**config.mk**
```make
export PLATFORM = sky130hd
export DESIGN_NAME = vga_colour_cycle
export DESIGN_NICKNAME = d
export VERILOG_FILES = /design/src/rtl/vga_colour_cycle.sv
export SDC_FILE = /design/constraint.sdc
export NUM_CORES = 1
export LEC_CHECK = 0
export CORE_UTILIZATION = 47
export DETAILED_ROUTE_END_ITERATION = 8
export GPL_TIMING_DRIVEN = 0
export PLACE_DENSITY_LB_ADDON = 0.08
export SYNTH_ARGS = -nofsm -noshare
export SYNTH_HDL_FRONTEND = slang
export SYNTH_SLANG_ARGS = --single-unit
```
**constraint.sdc**
```tcl
create_clock -name clk -period 2.3 [get_ports clk]
set_input_delay 0.46 -clock clk [delete_from_list [all_inputs] [get_ports clk]]
set_output_delay 0.46 -clock clk [all_outputs]
set_load 0.02 [all_outputs]
```
**src/rtl/vga_colour_cycle.sv**
```systemverilog
// Pixel-clock front end: VGA sync/timing generator plus a timed 8-colour sequencer.
// Ports:
//   clk    - pixel clock; all state changes on its rising edge
//   rst    - synchronous active-high reset
//   hsync  - horizontal sync, active low (decoded from col)
//   vsync  - vertical sync, active low (decoded from row)
//   vid_on - high while (col,row) lies in the visible area
//   row    - current line, 0..VLIM-1
//   col    - current column, 0..HLIM-1
//   red/green/blue - 4-bit channels of the current colour (not gated by vid_on)
module vga_colour_cycle #(
  parameter int unsigned HDISP         = 640,
  parameter int unsigned HFP           = 16,
  parameter int unsigned HPW           = 96,
  parameter int unsigned HLIM          = 800,
  parameter int unsigned VDISP         = 480,
  parameter int unsigned VFP           = 10,
  parameter int unsigned VPW           = 2,
  parameter int unsigned VLIM          = 525,
  parameter int unsigned COUNTER_WIDTH = 25,
  parameter int unsigned COUNT_FROM    = 0,
  parameter int unsigned COUNT_TO      = 24_999_999,
  parameter int unsigned COUNT_RESET   = 0
) (
  input  logic        clk,
  input  logic        rst,
  output logic        hsync,
  output logic        vsync,
  output logic        vid_on,
  output logic [10:0] row,
  output logic [10:0] col,
  output logic [3:0]  red,
  output logic [3:0]  green,
  output logic [3:0]  blue
);

  localparam int unsigned POS_W = 11;
  localparam int unsigned RGB_W = 12;

  localparam logic [POS_W-1:0] COL_LAST = POS_W'(HLIM - 1);
  localparam logic [POS_W-1:0] ROW_LAST = POS_W'(VLIM - 1);
  localparam logic [POS_W-1:0] HS_START = POS_W'(HDISP + HFP);
  localparam logic [POS_W-1:0] HS_END   = POS_W'(HDISP + HFP + HPW);
  localparam logic [POS_W-1:0] VS_START = POS_W'(VDISP + VFP);
  localparam logic [POS_W-1:0] VS_END   = POS_W'(VDISP + VFP + VPW);
  localparam logic [POS_W-1:0] H_VIS    = POS_W'(HDISP);
  localparam logic [POS_W-1:0] V_VIS    = POS_W'(VDISP);

  localparam logic [COUNTER_WIDTH-1:0] CNT_FROM  = COUNTER_WIDTH'(COUNT_FROM);
  localparam logic [COUNTER_WIDTH-1:0] CNT_TO    = COUNTER_WIDTH'(COUNT_TO);
  localparam logic [COUNTER_WIDTH-1:0] CNT_RESET = COUNTER_WIDTH'(COUNT_RESET);

  typedef enum logic [2:0] {
    C_RED, C_YELLOW, C_GREEN, C_CYAN, C_BLUE, C_MAGENTA, C_WHITE, C_BLACK
  } colour_t;

  logic [POS_W-1:0]         col_q, row_q;
  logic [COUNTER_WIDTH-1:0] cnt_q;
  logic                     step;
  colour_t                  state_q, state_nxt;
  logic [RGB_W-1:0]         rgb_q, rgb_nxt;

  // Line/frame position counters; row advances on the column wrap.
  always_ff @(posedge clk) begin
    if (rst) begin
      col_q <= '0;
      row_q <= '0;
    end else if (col_q == COL_LAST) begin
      col_q <= '0;
      row_q <= (row_q == ROW_LAST) ? '0 : row_q + POS_W'(1);
    end else begin
      col_q <= col_q + POS_W'(1);
    end
  end

  // Zero-latency sync and visible-area decodes.
  assign hsync  = !((col_q >= HS_START) && (col_q < HS_END));
  assign vsync  = !((row_q >= VS_START) && (row_q < VS_END));
  assign vid_on = (col_q < H_VIS) && (row_q < V_VIS);
  assign row    = row_q;
  assign col    = col_q;

  // Prescaler; >= catches a reset value at or beyond the terminal count.
  assign step = (cnt_q >= CNT_TO);

  always_ff @(posedge clk) begin
    if (rst) cnt_q <= CNT_RESET;
    else     cnt_q <= step ? CNT_FROM : cnt_q + COUNTER_WIDTH'(1);
  end

  // Colour state and its registered RGB.
  always_ff @(posedge clk) begin
    if (rst) begin
      state_q <= C_RED;
      rgb_q   <= 12'hF00;
    end else begin
      state_q <= state_nxt;
      rgb_q   <= rgb_nxt;
    end
  end

  // Next colour on each step; RGB follows the next state so it is registered with it.
  always_comb begin
    state_nxt = state_q;
    rgb_nxt   = 12'hF00;
    if (step) begin
      unique case (state_q)
        C_RED:     state_nxt = C_YELLOW;
        C_YELLOW:  state_nxt = C_GREEN;
        C_GREEN:   state_nxt = C_CYAN;
        C_CYAN:    state_nxt = C_BLUE;
        C_BLUE:    state_nxt = C_MAGENTA;
        C_MAGENTA: state_nxt = C_WHITE;
        C_WHITE:   state_nxt = C_BLACK;
        C_BLACK:   state_nxt = C_RED;
        default:   state_nxt = C_RED;
      endcase
    end
    unique case (state_nxt)
      C_RED:     rgb_nxt = 12'hF00;
      C_YELLOW:  rgb_nxt = 12'hFF0;
      C_GREEN:   rgb_nxt = 12'h0F0;
      C_CYAN:    rgb_nxt = 12'h0FF;
      C_BLUE:    rgb_nxt = 12'h00F;
      C_MAGENTA: rgb_nxt = 12'hF0F;
      C_WHITE:   rgb_nxt = 12'hFFF;
      C_BLACK:   rgb_nxt = 12'h000;
      default:   rgb_nxt = 12'hF00;
    endcase
  end

  assign red   = rgb_q[11:8];
  assign green = rgb_q[7:4];
  assign blue  = rgb_q[3:0];

endmodule

```
After elaboration in Yosys (flattened, before gate mapping). Memories as Yosys holds them, arrays and structs flattened. A register that Yosys moved wholly into a read port is not among the register bits. Cells that the tools add are included.

Logic and storage cells: 28. Memory bits (read-only): 120. Register bits after elaboration: 50. Bits in latches: 0. Memory bits (writable): 0. Memories kept: 2.

Divide/modulo/power cells: 0. Magnitude comparators: 7. Bitwise logic cells: 0. Shift operators: 0. Muxes and demuxes: 3. Reductions and logical operators: 7. Add/subtract/negate cells: 3. Equality and inequality tests: 2. Multiply operators: 0.

Memory list: (name not given) (words 8, bits a word 12, read ports 1, clocked after memory_dff 1, wr ports 0, RTL line 119) `unique case (state_nxt)`; (name not given) (words 8, bits a word 3, read ports 1, clocked after memory_dff 1, wr ports 0, RTL line 107) `unique case (state_q)`.

Operators by type and width (number): $add A25 B1 Y25 const B (1); $ge A25 B25 Y1 const B (1); $add A11 B1 Y11 const B (2); $eq A11 B10 Y1 const B (2); $lt A11 B10 Y1 const B (2); $lt A11 B9 Y1 const B (2); $ge A11 B10 Y1 const B (1); $ge A11 B9 Y1 const B (1); $mux W11 (1); $mux W3 (2); $reduce_or A2 Y1 (2); $logic_and A1 B1 Y1 (3); $logic_not A1 Y1 (2).

Logic depth before layout (Yosys ltp).
Depth in word-level cells: 3. Gate-level depth with buffers: 11. Mapped depth without buffers: 10.

Worst setup path after synthesis. OpenSTA, ideal clock, no wires.

Path kind: reg-to-reg. Start point: register cnt_q[2]. End point: register rgb_q[10]. Data required time: 2.186 ns. Setup time: 0.114 ns. Path buffers: 1. Arrival: 2.236 ns. Clock period less this slack: 2.350 ns. Slack: -0.050 ns. Stages on the path, launching flop included: 10. Path through: dfxtp_1 -> and4_1 -> buf_2 -> nand2_2 -> nand3_2 -> a31oi_4 -> mux2_2 -> ha_1 -> a211o_1 -> a21o_1.

Cells in the longest elaborated chain, start to end: 2.

RTL lines: start: declaration (RTL line 58) `logic [COUNTER_WIDTH-1:0] cnt_q;`; start signal: assignment (RTL line 88) `else cnt_q <= step ? CNT_FROM : cnt_q + COUNTER_WIDTH'(1);`; $ge A25 B25 Y1 (RTL line 84) `assign step = (cnt_q >= CNT_TO);`; $mux W3 (RTL line 106) `if (step) begin`; net state_nxt[1] (RTL line 60) `colour_t state_q, state_nxt;`; end: declaration (RTL line 61) `logic [RGB_W-1:0] rgb_q, rgb_nxt;`.

The timed path passes the listed nets, and every way through them passes these cells. A chain may end at the register's enable or synchronous reset.

Worst setup path in the final report.
Start point: register cnt_q[3]. End point: register rgb_q[10].

Same word-level chain as after synthesis.

==> flow_summary_export.csv <==
group,metric,value,unit
sta,rsz0062_at_grt,"yes",
pwr,p_total,1.59,mW
drt,routed_wl,5140,um
synthesis,synth_ff_type,"dfxtp_1",
run,drv_cap,0,
critical_path,crit_chain,"and4_1, buf_6, nand2_4, nand3_4, a31oi_4, mux2i_4, inv_2, ha_4, a211o_1, a21o_1",
synthesis,synth_seq_area_share,41.9,%
global_route,grt_max_degree,16,
synthesis,async_flop_share,0,%
placed_design,hpwlAfterDp,3550,um
hold_path,hold_path.class,"reg -> reg",
critical_path,crit_path_max_fanout,7,
pwr,vdd_drop_max,317,uV
sta,fmax,437,MHz
sta,finalSetupViolations,0,
sta,hold_ws,450,ps
synthesis,synth_nets,313,
drt,via_per_inst,5.05,
synthesis,ys_types,48,
synthesis,synthMuxAreaShare,2.34,%
finish,final_cell_mix,"nor2_1 (60), dfxtp_1 (50), clkdlybuf4s50_1 (36), xor2_1 (26)",
clocking,cts.sink_count,56,
placed_design,postPlaceCellArea,3160,sq um
drt,firstDrtPassIters,4,
critical_path,slowest_delay,330,ps
synthesis,yosys.area_share.xor_xnor,12.8,%
hold_path,hold_depth,1,
clocking,ctsRootBufferMaster,"clkbuf_8",
synthesis,syn-cell-area,2680,sq um
global_route,grt_usage,17.5,%
pwr,pwr_density_cell,472,nW/um^2
floorplan,core,5510,sq um
synthesis,synth_edf_count,0,
critical_path,crit_family,"compound AO/OA/AOI/OAI gates",
placed_design,port_buffers,37,
critical_path,startpoint_type,"register",
drt,dr.first_iter.drc_count,100,
synthesis,avgSynthCellArea,8.90,sq um
finish,layout_commonest_cell,"nor2_1",
clocking,cts.clk_slew.worst_paths,90,ps
critical_path,arrival,2490,ps
clocking,clock_path_buffers,2,
global_route,grt_pass1_vias,1949,
clocking,insertion_delay,300,ps
sta,drv_slew,0,
finish,num-fill-cells,479,
floorplan,initial_core_util,48.6,%
critical_path,crit_required,2500,ps
synthesis,ys_ff_latch,56,
floorplan,rows,27,
finish,layout.nets,365,
critical_path,cp.depth,10,
drt,detail-route-antenna-nets,0,
outcome,status,"finished, final reports clean",
clocking,numCtsBuffers,5,
sta,final.setup.tns,0,ps
critical_path,critPathBufInv,2,
drt,wl_per_cell,12.1,um
drt,drcViolationCount,0,
sta,relSlewSlack,68.9,%
floorplan,die_x,77.5,um
clocking,holdBufCountCts,0,
synthesis,synth_fa_ha_area_share,4.67,%
synthesis,synth_compound_area_share,5.28,%
floorplan,pin_count,39,
sta,finalCritPeriodShare,99.5,%
finish,drive_above_1_share,15.0,%
finish,antenna_cells,0,
finish,areaGrowthSynthToFinish,26.2,%
sta,layout_min_cycle_time,2290,ps
sta,finalHoldViolations,0,
floorplan,die-area,6000,sq um
global_route,grt_pass1_wl,8530,um
critical_path,critical_path.slowest_cell,"dfxtp_2",
sta,tightest_slew,462,ps
critical_path,crit_path_end_kind,"register",
clocking,cts.htree.levels,2,
placed_design,place.gp.congestion,0.770,
drt,num_vias,2152,
global_route,overflow,0,
pwr,total_leakage_power,1.28,nW
synthesis,synth_warnings,0,
synthesis,synth_simple_gate_area_share,27.7,%
floorplan,fp.dieH,77.5,um
finish,instances_no_fill,426,
clocking,cts_tree,"built",
finish,fin_area,3380,sq um
critical_path,critPathKind,"reg -> reg",
sta,clock_skew,5.54,ps
synthesis,netlist_instances,301,
critical_path,ff2ff_path_depth,10,
synthesis,synth_top_family_by_area,"simple AND/OR/NAND/NOR gates",
placed_design,post-place-cells,410,
global_route,antenna_found_initial,0,
synth_stat cells, types with 5 or more instances:
| cell | instances | area (sq um) |
|---|---|---|
| nor2_1 | 60 | 225 |
| dfxtp_1 | 56 | 1120 |
| xor2_1 | 26 | 228 |
| nand3_1 | 19 | 95.1 |
| nand2_1 | 17 | 63.8 |
| xnor2_1 | 13 | 114 |
| buf_4 | 11 | 82.6 |
| inv_1 | 11 | 41.3 |
| nand4_1 | 11 | 68.8 |
| ha_1 | 10 | 125 |
| nor3_1 | 5 | 25.0 |
path summary, 6_finish.rpt:
path,from,slack [ps],endpoint
max reg2reg,cnt_q[3],10,rgb_q[10]
max,cnt_q[3],10,rgb_q[10]
min,cnt_q[0],450,cnt_q[0]
min reg2reg,cnt_q[0],450,cnt_q[0]
registers in the layout, summed over array words and instances (netlist names), named ones only:
register	flops
cnt_q	25
col	11
row	11
rgb_q	3
state_q	3
cell families (layout without fill, tap and decap cells):
logic type	after synthesis	in the layout
buffers and inverters	27	80
flip-flops	56	56
multiplexers	6	6
AND/OR/NAND/NOR	145	145
adder cells (fa/ha/maj)	10	10
AO/OA/AOI/OAI	18	18
XOR/XNOR	39	39
report_power, final:
group	internal (mW)	switching (mW)	leakage, nW	total [mW]
Clock	0.247	0.301	0.0455	0.547
Sequential	0.977	0.0105	0.456	0.987
Combinational	0.0232	0.0361	0.783	0.0593
Total	1.25	0.347	1.28	1.59
metrics by stage:
stage,util [%],setup slack [ps]
after CTS,60.0,13.7
after global placement,57.4,-201
after floorplan,-,-3.02
after detailed placement,57.4,-260
final,61.4,12.6
after global routing,61.4,-73.9
layer usage:
layer / share of wire [%] / vias to the layer above / GRT usage [%]
li1: - / 1110 / -
met2: 48 / 40 / 30.6
met4: 0.86 / 0 / 5.09
met5: 0 / - / 0
met1: 48 / 998 / 21.6
met3: 3.7 / 4 / 3.65
final cells by class:
cell class | count | area (sq um) | share of cell area [%]
Buffer | 16 | 110 | 3.26
Multi-Input combinational cell | 218 | 1490 | 44.0
Inverter | 11 | 41.3 | 1.22
Sequential cell | 56 | 1130 | 33.5
Timing Repair Buffer | 45 | 429 | 12.7
Clock buffer | 8 | 90.1 | 2.67
Tap cell | 72 | 90.1 | 2.67
worst register-to-register path: cells and delay by family (launching register included):
kind	cells	cell delay, ps
buf+inv	2	230
compound gates	3	720
flops	1	330
mux	1	300
fa+ha+maj	1	240
simple gates	3	380
timing repair:
| action | in CTS | in global routing |
|---|---|---|
| buffers inserted | 2 | 6 |
| pin swaps | 1 | 6 |
| endpoints found under the hold margin | 0 | 0 |
| resized for setup | 7 | 10 |
| setup endpoints to repair | 3 | 19 |
No activity file was read; power rests on OpenSTA's default activity.
